File: config.mk
export PLATFORM = sky130hd
export DESIGN_NAME = lcd_apb_seq_flat
export DESIGN_NICKNAME = d
export VERILOG_FILES = /design/src/rtl/lcd_apb_pkg.sv /design/src/rtl/lcd_apb_seq_if.sv /design/src/rtl/lcd_req_fifo.sv /design/src/rtl/lcd_apb_seq.sv /design/src/flat_wrapper.sv
export SDC_FILE = /design/constraint.sdc
export NUM_CORES = 1
export LEC_CHECK = 0
export ABC_AREA = 1
export CAP_MARGIN = 20
export CORE_MARGIN = 5
export CORE_UTILIZATION = 57
export CTS_CLUSTER_SIZE = 28
export DETAILED_ROUTE_END_ITERATION = 8
export PLACE_DENSITY = 0.84
export SLEW_MARGIN = 15
export SYNTH_ARGS = -nofsm -noshare
export SYNTH_HDL_FRONTEND = slang
export SYNTH_SLANG_ARGS = --single-unit
File: constraint.sdc
create_clock -name pclk -period 7.7 [get_ports pclk]
set_clock_uncertainty 0.1 [all_clocks]
set_input_delay 1.925 -clock pclk [delete_from_list [all_inputs] [get_ports pclk]]
set_output_delay 1.925 -clock pclk [all_outputs]
set_load 0.02 [all_outputs]
File: src/rtl/lcd_apb_pkg.sv
// Shared definitions for the lcd1602 APB sequencer: register map, FSM states
// and the request payload carried through the request FIFO.
package lcd_apb_pkg;

    localparam int unsigned BYTE_W        = 8;

    // lcd1602 peripheral register map
    localparam logic [7:0]  ADDR_CMD      = 8'h00;
    localparam logic [7:0]  ADDR_DATA     = 8'h04;
    localparam logic [7:0]  ADDR_STAT     = 8'h08;
    localparam int unsigned STAT_BUSY_BIT = 0;

    typedef enum logic [2:0] {
        IDLE,
        RD_SETUP,
        RD_ACCESS,
        GAP,
        WR_SETUP,
        WR_ACCESS
    } state_t;

    // One queued LCD byte: rs=0 instruction, rs=1 character data
    typedef struct packed {
        logic              rs;
        logic [BYTE_W-1:0] data;
    } lcd_req_t;

    localparam int unsigned REQ_W = $bits(lcd_req_t);

endpackage

File: src/rtl/lcd_apb_seq_if.sv
// Bundle of the request stream, APB master bus and status signals of the
// sequencer.
//   master : sequencer side (accepts requests, drives APB, reports status)
//   slave  : environment side (requester + APB peripheral + status observer)
interface lcd_apb_seq_if #(
    parameter int unsigned ADDR_W = 8,
    parameter int unsigned DATA_W = 32,
    parameter int unsigned LVL_W  = 4
);
    import lcd_apb_pkg::*;

    logic              req_valid;
    logic              req_ready;
    logic              req_rs;
    logic [BYTE_W-1:0] req_data;
    logic              psel;
    logic              penable;
    logic [ADDR_W-1:0] paddr;
    logic [DATA_W-1:0] pwdata;
    logic              pwrite;
    logic [DATA_W-1:0] prdata;
    logic              seq_busy;
    logic              seq_err;
    logic [LVL_W-1:0]  fifo_level;

    modport master (
        input  req_valid, req_rs, req_data, prdata,
        output req_ready, psel, penable, paddr, pwdata, pwrite,
               seq_busy, seq_err, fifo_level
    );

    modport slave (
        output req_valid, req_rs, req_data, prdata,
        input  req_ready, psel, penable, paddr, pwdata, pwrite,
               seq_busy, seq_err, fifo_level
    );

endinterface

File: src/rtl/lcd_req_fifo.sv
// Synchronous request FIFO with occupancy count.
//   clk, rst     : clock, synchronous active-high reset (clears pointers/level)
//   push_i/din_i : write an entry (ignored when full unless popping)
//   pop_i        : drop the head entry (ignored when empty)
//   head_c       : current head entry
//   full_c/empty_c, level_o : occupancy status
module lcd_req_fifo #(
    parameter  int unsigned DEPTH = 8,
    parameter  int unsigned WIDTH = 9,
    localparam int unsigned AW    = $clog2(DEPTH),
    localparam int unsigned LW    = AW + 1
) (
    input  logic             clk,
    input  logic             rst,
    input  logic             push_i,
    input  logic [WIDTH-1:0] din_i,
    input  logic             pop_i,
    output logic [WIDTH-1:0] head_c,
    output logic             full_c,
    output logic             empty_c,
    output logic [LW-1:0]    level_o
);

    logic [WIDTH-1:0] mem_q [DEPTH];
    logic [AW-1:0]    wr_ptr_q, wr_ptr_d;
    logic [AW-1:0]    rd_ptr_q, rd_ptr_d;
    logic [LW-1:0]    level_q, level_d;
    logic             push_ok, pop_ok;

    // Occupancy, qualified push/pop and pointer advance
    always_comb begin
        empty_c  = (level_q == '0);
        full_c   = (level_q == LW'(DEPTH));
        pop_ok   = pop_i && !empty_c;
        push_ok  = push_i && (!full_c || pop_ok);
        wr_ptr_d = push_ok ? wr_ptr_q + AW'(1) : wr_ptr_q;
        rd_ptr_d = pop_ok  ? rd_ptr_q + AW'(1) : rd_ptr_q;
        level_d  = level_q + LW'(push_ok) - LW'(pop_ok);
        head_c   = mem_q[rd_ptr_q];
    end

    always_ff @(posedge clk) begin
        if (rst) begin
            wr_ptr_q <= '0;
            rd_ptr_q <= '0;
            level_q  <= '0;
        end else begin
            wr_ptr_q <= wr_ptr_d;
            rd_ptr_q <= rd_ptr_d;
            level_q  <= level_d;
        end
    end

    // Storage needs no reset; only pointers define validity
    always_ff @(posedge clk) begin
        if (push_ok) begin
            mem_q[wr_ptr_q] <= din_i;
        end
    end

    assign level_o = level_q;

endmodule

File: src/rtl/lcd_apb_seq.sv
// APB master sequencer for the lcd1602 peripheral. Queues LCD byte requests,
// polls the status register until not busy, then writes each byte to the
// instruction or data register.
//   pclk, preset : clock, synchronous active-high reset
//   bus.req_*    : valid/ready request stream {rs, data}
//   bus.p*       : APB master (no pready; every transfer is SETUP + ACCESS)
//   bus.seq_busy : queue non-empty or sequence in progress
//   bus.seq_err  : sticky status-poll timeout
//   bus.fifo_level : request FIFO occupancy
module lcd_apb_seq
    import lcd_apb_pkg::*;
#(
    parameter int unsigned FIFO_DEPTH = 8,
    parameter int unsigned ADDR_W     = 8,
    parameter int unsigned DATA_W     = 32,
    parameter int unsigned POLL_GAP   = 4,
    parameter int unsigned TIMEOUT    = 1024
) (
    input  logic           pclk,
    input  logic           preset,
    lcd_apb_seq_if.master  bus
);

    localparam int unsigned LVL_W  = $clog2(FIFO_DEPTH) + 1;
    localparam int unsigned PCNT_W = $clog2(TIMEOUT + 1);
    localparam int unsigned GCNT_W = $clog2(POLL_GAP + 1);

    state_t            state_q, state_d;
    logic [PCNT_W-1:0] poll_q, poll_d;
    logic [GCNT_W-1:0] gap_q, gap_d;
    logic              err_q, err_d;
    logic              busy_q, busy_d;
    logic              psel_q, psel_d;
    logic              penable_q, penable_d;
    logic              pwrite_q, pwrite_d;
    logic [ADDR_W-1:0] paddr_q, paddr_d;
    logic [DATA_W-1:0] pwdata_q, pwdata_d;

    logic              req_ready_c;
    logic              push_c, pop_c;
    logic              full_c, empty_c;
    logic [LVL_W-1:0]  fifo_level;
    logic [LVL_W-1:0]  level_nxt_c;
    logic [REQ_W-1:0]  head_raw_c;
    lcd_req_t          head_c;
    logic              stat_busy_c;

    // Request acceptance: never while full or in reset
    assign req_ready_c = !full_c && !preset;
    assign push_c      = bus.req_valid && req_ready_c;
    assign head_c      = lcd_req_t'(head_raw_c);
    assign stat_busy_c = bus.prdata[STAT_BUSY_BIT];

    lcd_req_fifo #(
        .DEPTH (FIFO_DEPTH),
        .WIDTH (REQ_W)
    ) u_fifo (
        .clk     (pclk),
        .rst     (preset),
        .push_i  (push_c),
        .din_i   ({bus.req_rs, bus.req_data}),
        .pop_i   (pop_c),
        .head_c  (head_raw_c),
        .full_c  (full_c),
        .empty_c (empty_c),
        .level_o (fifo_level)
    );

    // Next state, poll/gap counters, FIFO pop and next bus outputs
    always_comb begin
        state_d   = state_q;
        poll_d    = poll_q;
        gap_d     = gap_q;
        err_d     = err_q;
        pop_c     = 1'b0;
        psel_d    = 1'b0;
        penable_d = 1'b0;
        pwrite_d  = 1'b0;
        paddr_d   = '0;
        pwdata_d  = '0;

        unique case (state_q)
            IDLE: begin
                if (!empty_c) begin
                    state_d = RD_SETUP;
                    poll_d  = '0;
                end
            end
            RD_SETUP: state_d = RD_ACCESS;
            RD_ACCESS: begin
                if (!stat_busy_c) begin
                    state_d = WR_SETUP;
                end else if (poll_q == PCNT_W'(TIMEOUT - 1)) begin
                    // Give up on this entry and move on to the next one
                    err_d   = 1'b1;
                    pop_c   = 1'b1;
                    state_d = IDLE;
                end else begin
                    poll_d  = poll_q + PCNT_W'(1);
                    gap_d   = '0;
                    state_d = GAP;
                end
            end
            GAP: begin
                if (gap_q == GCNT_W'(POLL_GAP - 1)) begin
                    state_d = RD_SETUP;
                end else begin
                    gap_d = gap_q + GCNT_W'(1);
                end
            end
            WR_SETUP: state_d = WR_ACCESS;
            WR_ACCESS: begin
                pop_c  = 1'b1;
                poll_d = '0;
                // Chain straight into the next poll if anything remains
                if ((fifo_level > LVL_W'(1)) || push_c) begin
                    state_d = RD_SETUP;
                end else begin
                    state_d = IDLE;
                end
            end
            default: state_d = IDLE;
        endcase

        // Bus outputs are registered, so decode them from the next state
        unique case (state_d)
            RD_SETUP, RD_ACCESS: begin
                psel_d    = 1'b1;
                penable_d = (state_d == RD_ACCESS);
                paddr_d   = ADDR_W'(ADDR_STAT);
            end
            WR_SETUP, WR_ACCESS: begin
                psel_d    = 1'b1;
                penable_d = (state_d == WR_ACCESS);
                pwrite_d  = 1'b1;
                paddr_d   = head_c.rs ? ADDR_W'(ADDR_DATA) : ADDR_W'(ADDR_CMD);
                pwdata_d  = DATA_W'(head_c.data);
            end
            default: ;
        endcase

        level_nxt_c = fifo_level + LVL_W'(push_c) - LVL_W'(pop_c);
        busy_d      = (state_d != IDLE) || (level_nxt_c != '0);
    end

    always_ff @(posedge pclk) begin
        if (preset) begin
            state_q   <= IDLE;
            poll_q    <= '0;
            gap_q     <= '0;
            err_q     <= 1'b0;
            busy_q    <= 1'b0;
            psel_q    <= 1'b0;
            penable_q <= 1'b0;
            pwrite_q  <= 1'b0;
            paddr_q   <= '0;
            pwdata_q  <= '0;
        end else begin
            state_q   <= state_d;
            poll_q    <= poll_d;
            gap_q     <= gap_d;
            err_q     <= err_d;
            busy_q    <= busy_d;
            psel_q    <= psel_d;
            penable_q <= penable_d;
            pwrite_q  <= pwrite_d;
            paddr_q   <= paddr_d;
            pwdata_q  <= pwdata_d;
        end
    end

    assign bus.req_ready  = req_ready_c;
    assign bus.psel       = psel_q;
    assign bus.penable    = penable_q;
    assign bus.pwrite     = pwrite_q;
    assign bus.paddr      = paddr_q;
    assign bus.pwdata     = pwdata_q;
    assign bus.seq_busy   = busy_q;
    assign bus.seq_err    = err_q;
    assign bus.fifo_level = fifo_level;

endmodule

File: src/flat_wrapper.sv
// flat-port wrapper written by rule: the top's interface ports become plain ports
module lcd_apb_seq_flat import lcd_apb_pkg::*;
#(
    parameter int unsigned FIFO_DEPTH = 8,
    parameter int unsigned ADDR_W     = 8,
    parameter int unsigned DATA_W     = 32,
    parameter int unsigned POLL_GAP   = 4,
    parameter int unsigned TIMEOUT    = 1024
)
  (pclk, preset, bus_req_valid, bus_req_rs, bus_req_data, bus_prdata, bus_req_ready, bus_psel, bus_penable, bus_paddr, bus_pwdata, bus_pwrite, bus_seq_busy, bus_seq_err, bus_fifo_level);
  lcd_apb_seq_if #(.ADDR_W(ADDR_W), .DATA_W(DATA_W), .LVL_W(($clog2(FIFO_DEPTH) + 1))) bus_i ();
  input  logic pclk;
  input  logic preset;
  input wire logic [$bits(bus_i.req_valid)-1:0] bus_req_valid;
  input wire logic [$bits(bus_i.req_rs)-1:0] bus_req_rs;
  input wire logic [$bits(bus_i.req_data)-1:0] bus_req_data;
  input wire logic [$bits(bus_i.prdata)-1:0] bus_prdata;
  output wire logic [$bits(bus_i.req_ready)-1:0] bus_req_ready;
  output wire logic [$bits(bus_i.psel)-1:0] bus_psel;
  output wire logic [$bits(bus_i.penable)-1:0] bus_penable;
  output wire logic [$bits(bus_i.paddr)-1:0] bus_paddr;
  output wire logic [$bits(bus_i.pwdata)-1:0] bus_pwdata;
  output wire logic [$bits(bus_i.pwrite)-1:0] bus_pwrite;
  output wire logic [$bits(bus_i.seq_busy)-1:0] bus_seq_busy;
  output wire logic [$bits(bus_i.seq_err)-1:0] bus_seq_err;
  output wire logic [$bits(bus_i.fifo_level)-1:0] bus_fifo_level;
  assign bus_i.req_valid = bus_req_valid;
  assign bus_i.req_rs = bus_req_rs;
  assign bus_i.req_data = bus_req_data;
  assign bus_i.prdata = bus_prdata;
  assign bus_req_ready = bus_i.req_ready;
  assign bus_psel = bus_i.psel;
  assign bus_penable = bus_i.penable;
  assign bus_paddr = bus_i.paddr;
  assign bus_pwdata = bus_i.pwdata;
  assign bus_pwrite = bus_i.pwrite;
  assign bus_seq_busy = bus_i.seq_busy;
  assign bus_seq_err = bus_i.seq_err;
  assign bus_fifo_level = bus_i.fifo_level;
  lcd_apb_seq #(.FIFO_DEPTH(FIFO_DEPTH), .ADDR_W(ADDR_W), .DATA_W(DATA_W), .POLL_GAP(POLL_GAP), .TIMEOUT(TIMEOUT)) u_core (.pclk(pclk), .preset(preset), .bus(bus_i));
endmodule
# --- Yosys cells after proc, flatten, opt, wreduce, memory -nomap -nowiden ---
# Memory sizes are Yosys's and may differ from the RTL's. A register that Yosys moved wholly into a read port is not among the register bits.
# Cells that the tools add are included.
totals:
  inputBits: 44
  latch_bits: 0
  ramBits: 72
  memories: 1
  regBits: 72
  out_inout_bits: 50
  rom_bits: 0
memory_table:
  columns: ["name", "words", "width", "rd", "rd_ports_with_merged_regs", "write_ports", "line", "source"]
  rows:
  - ["u_core.u_fifo.mem_q", 8, 9, 1, 1, 1, "lcd_req_fifo.sv:24", "logic [WIDTH-1:0] mem_q [DEPTH];"]
op_classes:
  eq_ne: 16
  bitwise: 1
  add_sub_neg: 8
  mux: 26
  div_mod_pow: 0
  mul: 0
  n_shift: 0
  order_cmp: 1
  n_reduce_logical: 23
ops:
  columns: ["operator", "count"]
  rows:
  - ["$mux W11", 3]
  - ["$pmux W11 S3", 1]
  - ["$mux W3", 9]
  - ["$pmux W3 S6", 1]
  - ["$pmux W8 S2", 1]
  - ["$eq A3 B2 Y1 const B", 4]
  - ["$eq A3 B3 Y1 const B", 4]
  - ["$add A11 B1 Y11 const B", 1]
  - ["$eq A11 B10 Y1 const B", 1]
  - ["$add A3 B1 Y3 const B", 3]
  - ["$add A4 B1 Y4", 2]
  - ["$ne A2 B2 Y1 const B", 4]
  - ["$reduce_and A4 Y1", 2]
  - ["$sub A4 B1 Y4", 2]
  - ["$mux W1", 7]
  - ["$eq A3 B1 Y1 const B", 2]
  - ["$pmux W3 S2", 1]
  - ["$reduce_bool A3 Y1", 2]
  - ["$reduce_or A2 Y1", 3]
  - ["$eq A4 B4 Y1 const B", 1]
  - ["$gt A4 B1 Y1 const B", 1]
  - ["$logic_and A1 B1 Y1", 4]
  - ["$logic_not A4 Y1", 1]
  - ["$pmux W1 S2", 2]
  - ["9 further kinds", 13]

# --- Logic depth before layout (Yosys ltp) ---
# Gate-level depths: netlist of the first run.
logic_depth:
  ltp_word: 11
  ltp_mapped: 20
  mapped_depth_nobuf: 20

# --- Hierarchy ---
# From an unflattened synthesis of the first run, not the netlist that was laid out.
unflattened:
  cells_unflattened: 599
  area_unflattened_um2: 5500.3
by_module_without_submodules:
  columns: ["mod", "n_inst", "cells_per_inst", "area_each_um2"]
  rows:
  - ["lcd_req_fifo", 1, 313, 3550.9]
  - ["lcd_apb_seq", 1, 286, 1949.4]

# --- Worst setup path after synthesis of the first run ---
# No wires, ideal clock.
synth_timing:
  kind: "input-to-output"
  from: "input preset"
  to: "output bus_req_ready"
  cell_stages: 3
  t_arrival_ns: 2.635
  required_ns: 5.675
  path_slack_ns: 3.040
  path_cell_list: "buf_2 buf_1 a21oi_1"
synth_between:
  elab_chain_cells: 2
synth_rtl:
  columns: ["element", "line", "source"]
  rows:
  - ["start, declared", "flat_wrapper.sv:13", "input logic preset;"]
  - ["$logic_not A1 Y1", "lcd_apb_seq.sv:49", "assign req_ready_c = !full_c && !preset;"]
  - ["$logic_and A1 B1 Y1", "lcd_apb_seq.sv:49", null]
  - ["end, declared", "flat_wrapper.sv:18", "output wire logic [$bits(bus_i.req_ready)-1:0] bus_req_ready;"]
# No other way between the ends.

# --- Final worst setup path of the first run ---
# Ends and elaborated chain as after synthesis.

==> results of run 1 <==
[synth_stat cells (all sizes together), types with 4 or more instances]
| master | count | share of area (%) |
|---|---|---|
| o21ai | 42 | 4.0 |
| a21oi | 38 | 3.6 |
| clkbuf | 6 | 0.43 |
| dfxtp | 45 | 17 |
| buf | 42 | 5.6 |
| xor2 | 4 | 0.67 |
| nor2 | 84 | 6.5 |
| ha | 15 | 3.6 |
| nand3 | 15 | 1.6 |
| edfxtp | 72 | 41 |
| o22ai | 17 | 2.0 |
| nand2 | 97 | 7.3 |
| inv | 41 | 2.9 |
[metrics by stage]
step / hold WS (ps) / util (%) / power (µW)
3_5_place_dp: 351 / 60.4 / 1050
6_report: 368 / 67.1 / 1850
5_1_grt: 378 / 67.1 / 1930
3_3_place_gp: 342 / 60.4 / 1040
4_1_cts: 368 / 67.0 / 1850
2_1_floorplan: 333 / - / 977
[kinds of logic after synthesis]
kind of cell,count (synthesis)
adder cells (fa/ha/maj),17
flip-flops,117
XOR/XNOR,6
other,1
AO/OA/AOI/OAI,102
AND/OR/NAND/NOR,204
buffers and inverters,92
[path summary, 6_finish.rpt]
check	from	endpoint	slack (ps)	depth (start not counted)
worst min register to register	u_core.bus.seq_err	u_core.bus.seq_err	370	2
worst min-delay path	u_core.bus.seq_err	u_core.bus.seq_err	370	2
worst max-delay path	preset	bus_req_ready	2310	4
worst max register to register	u_core.poll_q[1]	u_core.bus.seq_busy	4610	19
[flip-flops by register name, indices dropped and copies added (netlist names), named ones only]
name,flops
u_core.bus.paddr,2
u_core.bus.penable,1
u_core.bus.psel,1
u_core.bus.pwdata,8
u_core.bus.pwrite,1
u_core.bus.seq_busy,1
u_core.bus.seq_err,1
u_core.gap_q,3
u_core.poll_q,11
u_core.state_q,3
u_core.u_fifo.level_o,4
u_core.u_fifo.mem_q,72
u_core.u_fifo.rd_ptr_q,3
u_core.u_fifo.wr_ptr_q,3
[layer usage]
metal / GRT usage, % / up-vias / share of wire (%)
li1: - / 1830 / -
met1: 23.6 / 1830 / 38
met2: 37.0 / 191 / 52
met5: 0 / - / 0
met4: 6.85 / 0 / 1.5
met3: 6.80 / 18 / 7.6
[final cells by class]
cell class                      instances  area (µm²)  share of cell area (%)
Multi-Input combinational cell        359        1800                    29.4
Sequential cell                       117        3060                    50.1
Tap cell                              111         139                    2.27
Timing Repair Buffer                   35         347                    5.67
Clock buffer                           20         425                    6.96
Clock inverter                         12         180                    2.95
Inverter                               44         166                    2.72
[power by group]
group | internal, µW | total, µW | switching (µW)
Sequential | 701 | 724 | 22.1
Combinational | 109 | 321 | 212
Clock | 526 | 806 | 280
[worst min-delay path, cell delays in order, from the launching register on]
cell     delay [ps]
dfxtp_1         310
inv_1            50
a21oi_1          60
==> flow_metrics.tcl, run 1 <==
set metrics [dict create \
    cp_top_family "buffers and inverters" \
    avgSynthCellArea_um2 9.71 \
    rsz0062_at_grt "false" \
    outcome "completed" \
    synth_fa_ha_area_share_pct 4.35 \
    post-route-period-util_pct 69.9 \
    fp.dieH_um 106 \
    antenna_cells 0 \
    grt_pass1_wl_mm 18.1 \
    peakVddDrop_v 0.000226 \
    max-clock-path-buffers 2 \
    finalHoldViolCount 0 \
    grt_pass1_vias 3837 \
    synth-simple-area-share_pct 16.3 \
    netlist_area_um2 5230 \
    synth_cell_types 36 \
    synth-compound-area-share_pct 10.5 \
    crit_slowest_cell "clkdlybuf4s50_1" \
    drv_cap 0 \
    critPathMaxFanout 26 \
    yosysSeqAreaShare_pct 58.5 \
    critPathKind "input pin to output pin" \
    num_vias 3869 \
    grt-ovfl-total 0 \
    viasPerCell 5.54 \
    maxSlewViolCount 0 \
    clk_latency_ps 520 \
    drc 0 \
    synthToLayoutAreaGrowth_pct 16.9 \
    drt_iter0_drc 265 \
    placed_cells 665 \
    grt_max_degree 38 \
    cts_root_buf "clkbuf_8" \
    wire_per_inst_um 16.2 \
    crit_path_start_kind "input pin" \
    cts_tree "yes" \
    cpMostUsedCell "clkdlybuf4s50_1" \
    nNetsFinal 635 \
    synthXorXnorAreaFrac_pct 1.00 \
    power_density_nw_per_um2 303 \
    clkTransAtPathRegs_ps 50 \
    pin_count 94 \
    numPortBuffers 32 \
    hold_path_class "flip-flop to flip-flop" \
    synth_cells 539 \
    clkSinkCount 117 \
    start_util_pct 57.5 \
    wl_mm 11.3 \
    final_common_cell "nand2_1" \
    htree_levels 4 \
    post-route-min-period_ps 5390 \
    ant_nets 0 \
    synth_top_family_by_area "simple AND/OR/NAND/NOR gates" \
    gp_congestion 0.828 \
    hold_buffers 0 \
    leakagePower_uw 0.00236 \
    post_cts_buffers 0 \
    die_area_um2 11200 \
    cp.arrival_ps 3360 \
    stdcell_area_um2 6120 \
    required_ps 5680 \
    end_kind "output pin" \
    antenna_found_initial 0 \
    dp_slack_ps 2320 \
    slew_headroom_pct 28.1 \
    setup_slack_ps 2310 \
    worst_pin_slew_ps 1080 \
    first_pass_iters 5 \
    grtUsageTotal_pct 20.8 \
    ys_warn_count 0 \
    mostFrequentLayoutCells "91 x nand2_1, 79 x nor2_1, 72 x edfxtp_1" \
    cts_buffers 17 \
    synth_mux_area_share_pct 0 \
    layout-drive-gt1-share_pct 8.18 \
    crit_path_cell_trace "clkdlybuf4s50_1 > buf_4 > a21oi_1 > clkdlybuf4s50_1" \
    max_freq_mhz 186 \
    dpl.hpwl_mm 6.72 \
    rows 35 \
    coreArea_um2 9110 \
    synth-async-reset-ratio_pct 0 \
    ys_ff_latch 117 \
    fill_cells 673 \
    placed_area_um2 5500 \
    die_x_um 106 \
    synth_edf_count 72 \
    critPathMaxStageDelay_ps 630 \
    finalNonFillerCells 698 \
    path_buf_inv 3 \
    synth_ff_type "edfxtp_1" \
    fin_tns_setup_ps 0 \
    finalSetupViolCount 0 \
    postCtsResizedCells 0 \
]
(Power assumes the default switching activity.)
==> inputs of run 2 (changes only) <==
Settings changed: CORE_UTILIZATION 57 to 47, PLACE_DENSITY 0.84 to 0.73.
Clock period 7.7 ns to 4.35 ns, I/O delays scaled along.
==> run 2 against run 1 <==
Net effect:
- sequential power rose by 77%
- core utilization fell by 10 points
- flip-flop and latch count did not move
- worst setup slack got worse by 1600 ps
- combinational power rose by 79%
- critical path type unchanged
==> flow_metrics.tcl, run 2 (synthesis gave the netlist of run 1 again) <==
set metrics [dict create \
    outcome "completed" \
    crit_path_cell_trace "clkdlybuf4s50_1 > a21oi_1 > clkdlybuf4s50_1" \
    finalSetupViolCount 0 \
    required_ps 3160 \
    finalNonFillerCells 735 \
    post-route-min-period_ps 3600 \
    maxSlewViolCount 0 \
    numPortBuffers 32 \
    peakVddDrop_v 0.000387 \
    gp_congestion 0.845 \
    grt-ovfl-total 0 \
    wire_per_inst_um 15.4 \
    clkSinkCount 117 \
    worst_pin_slew_ps 966 \
    grt_pass1_wl_mm 18.2 \
    cts_root_buf "clkbuf_8" \
    path_buf_inv 2 \
    antenna_found_initial 0 \
    max-clock-path-buffers 2 \
    drt_iter0_drc 280 \
    largest_register_ffs 72 \
    hold_buffers 0 \
    finalHoldViolCount 0 \
    wl_mm 11.3 \
    mostFrequentLayoutCells "91 x nand2_1, 79 x nor2_1, 72 x edfxtp_1" \
    rows 38 \
    end_kind "output pin" \
    clk_latency_ps 510 \
    num_vias 3820 \
    grt_pass1_vias 3801 \
    slew_headroom_pct 35.2 \
    first_pass_iters 5 \
    grtUsageTotal_pct 17.8 \
    cp_top_family "buffers and inverters" \
    synthToLayoutAreaGrowth_pct 18.6 \
    cp.arrival_ps 2410 \
    max_flop_register "u_core.u_fifo.mem_q" \
    cpMostUsedCell "clkdlybuf4s50_1" \
    crit_cells 3 \
    layout-drive-gt1-share_pct 9.58 \
    power_density_nw_per_um2 527 \
    postCtsResizedCells 0 \
    utilization_pct 57.0 \
    cts_tree "yes" \
    stdcell_area_um2 6210 \
    die_x_um 116 \
    max_freq_mhz 278 \
    worstRegToRegCells 19 \
    clkTransAtPathRegs_ps 60 \
    rsz0062_at_grt "false" \
    htree_levels 4 \
    drc 0 \
    fill_cells 921 \
    dpl.hpwl_mm 6.83 \
    crit_path_start_kind "input pin" \
    fp.dieH_um 116 \
    fin_tns_setup_ps 0 \
    pin_count 94 \
    die_area_um2 13300 \
    antenna_cells 0 \
    final_common_cell "nand2_1" \
    leakagePower_uw 0.00240 \
    drv_cap 0 \
    cts_buffers 17 \
    start_util_pct 48.1 \
    ant_nets 0 \
    hold_ws_ps 361 \
    critPathMaxFanout 6 \
    grt_max_degree 38 \
    post-route-period-util_pct 82.7 \
    hold_path_class "flip-flop to flip-flop" \
    post_cts_buffers 0 \
    coreArea_um2 10900 \
    critPathMaxStageDelay_ps 630 \
    viasPerCell 5.20 \
    min_delay_path_depth 2 \
    critPathKind "input pin to output pin" \
    crit_slowest_cell "clkdlybuf4s50_1" \
    nNetsFinal 643 \
    placed_area_um2 5600 \
    placed_cells 703 \
]
## run 2: cell types whose count changed in the layout (fill, tap and decap cells not counted), sizes merged
cell	previous run	this run
buf	3	11
clkbuf	20	19
clkinvlp	2	3
## run 2: metal layers
layer / track usage, % / share of wire, % / up-vias
li1: - / - / 1848
met1: 20.5 / 41 / 1821
met2: 31.3 / 51 / 136
met3: 4.91 / 6.1 / 15
met4: 7.51 / 1.3 / 0
met5: 0 / 0 / -
## run 2: per-stage QoR
| step | total power [µW] | worst slack [ps] |
|---|---|---|
| final | 3270 | 751 |
| after floorplan | 1730 | 1200 |
| after detailed placement | 1860 | 560 |
| after global routing | 3430 | 696 |
| after CTS | 3290 | 727 |
| after global placement | 1850 | 587 |
## run 2: final timing paths
kind / startpoint / end / slack, ps
max: preset / bus_req_ready / 750
min: u_core.bus.seq_err / u_core.bus.seq_err / 360
max reg2reg: u_core.poll_q[0] / u_core.bus.seq_busy / 1290
min reg2reg: u_core.bus.seq_err / u_core.bus.seq_err / 360
## run 2: power by group
group	switching [µW]	internal, µW
clock	485	928
combinational	378	197
sequential	39.6	1240
total	903	2370
## run 2: worst reg2reg max path, stage by stage, from the launching register on
cell	delay [ps]
dfxtp_1	380
ha_1	280
nand2_2	100
nor2_4	130
nand2_1	100
inv_1	60
nand3_1	110
nand2_2	130
ha_1	240
inv_1	50
ha_1	160
inv_1	60
fa_1	480
nand2_1	50
nor2_1	70
o21ai_0	80
a21oi_1	110
o21ai_0	100
nand2_1	90
nand2_1	70
## run 2: area by class of cell
cell class	count	area [µm²]	area share, %
timing repair buffer	43	403	6.49
multi-input combinational	359	1800	28.9
sequential	117	3060	49.3
clock inverter	13	184	2.96
clock buffer	19	422	6.79
inverter	44	166	2.68
tap	140	175	2.82
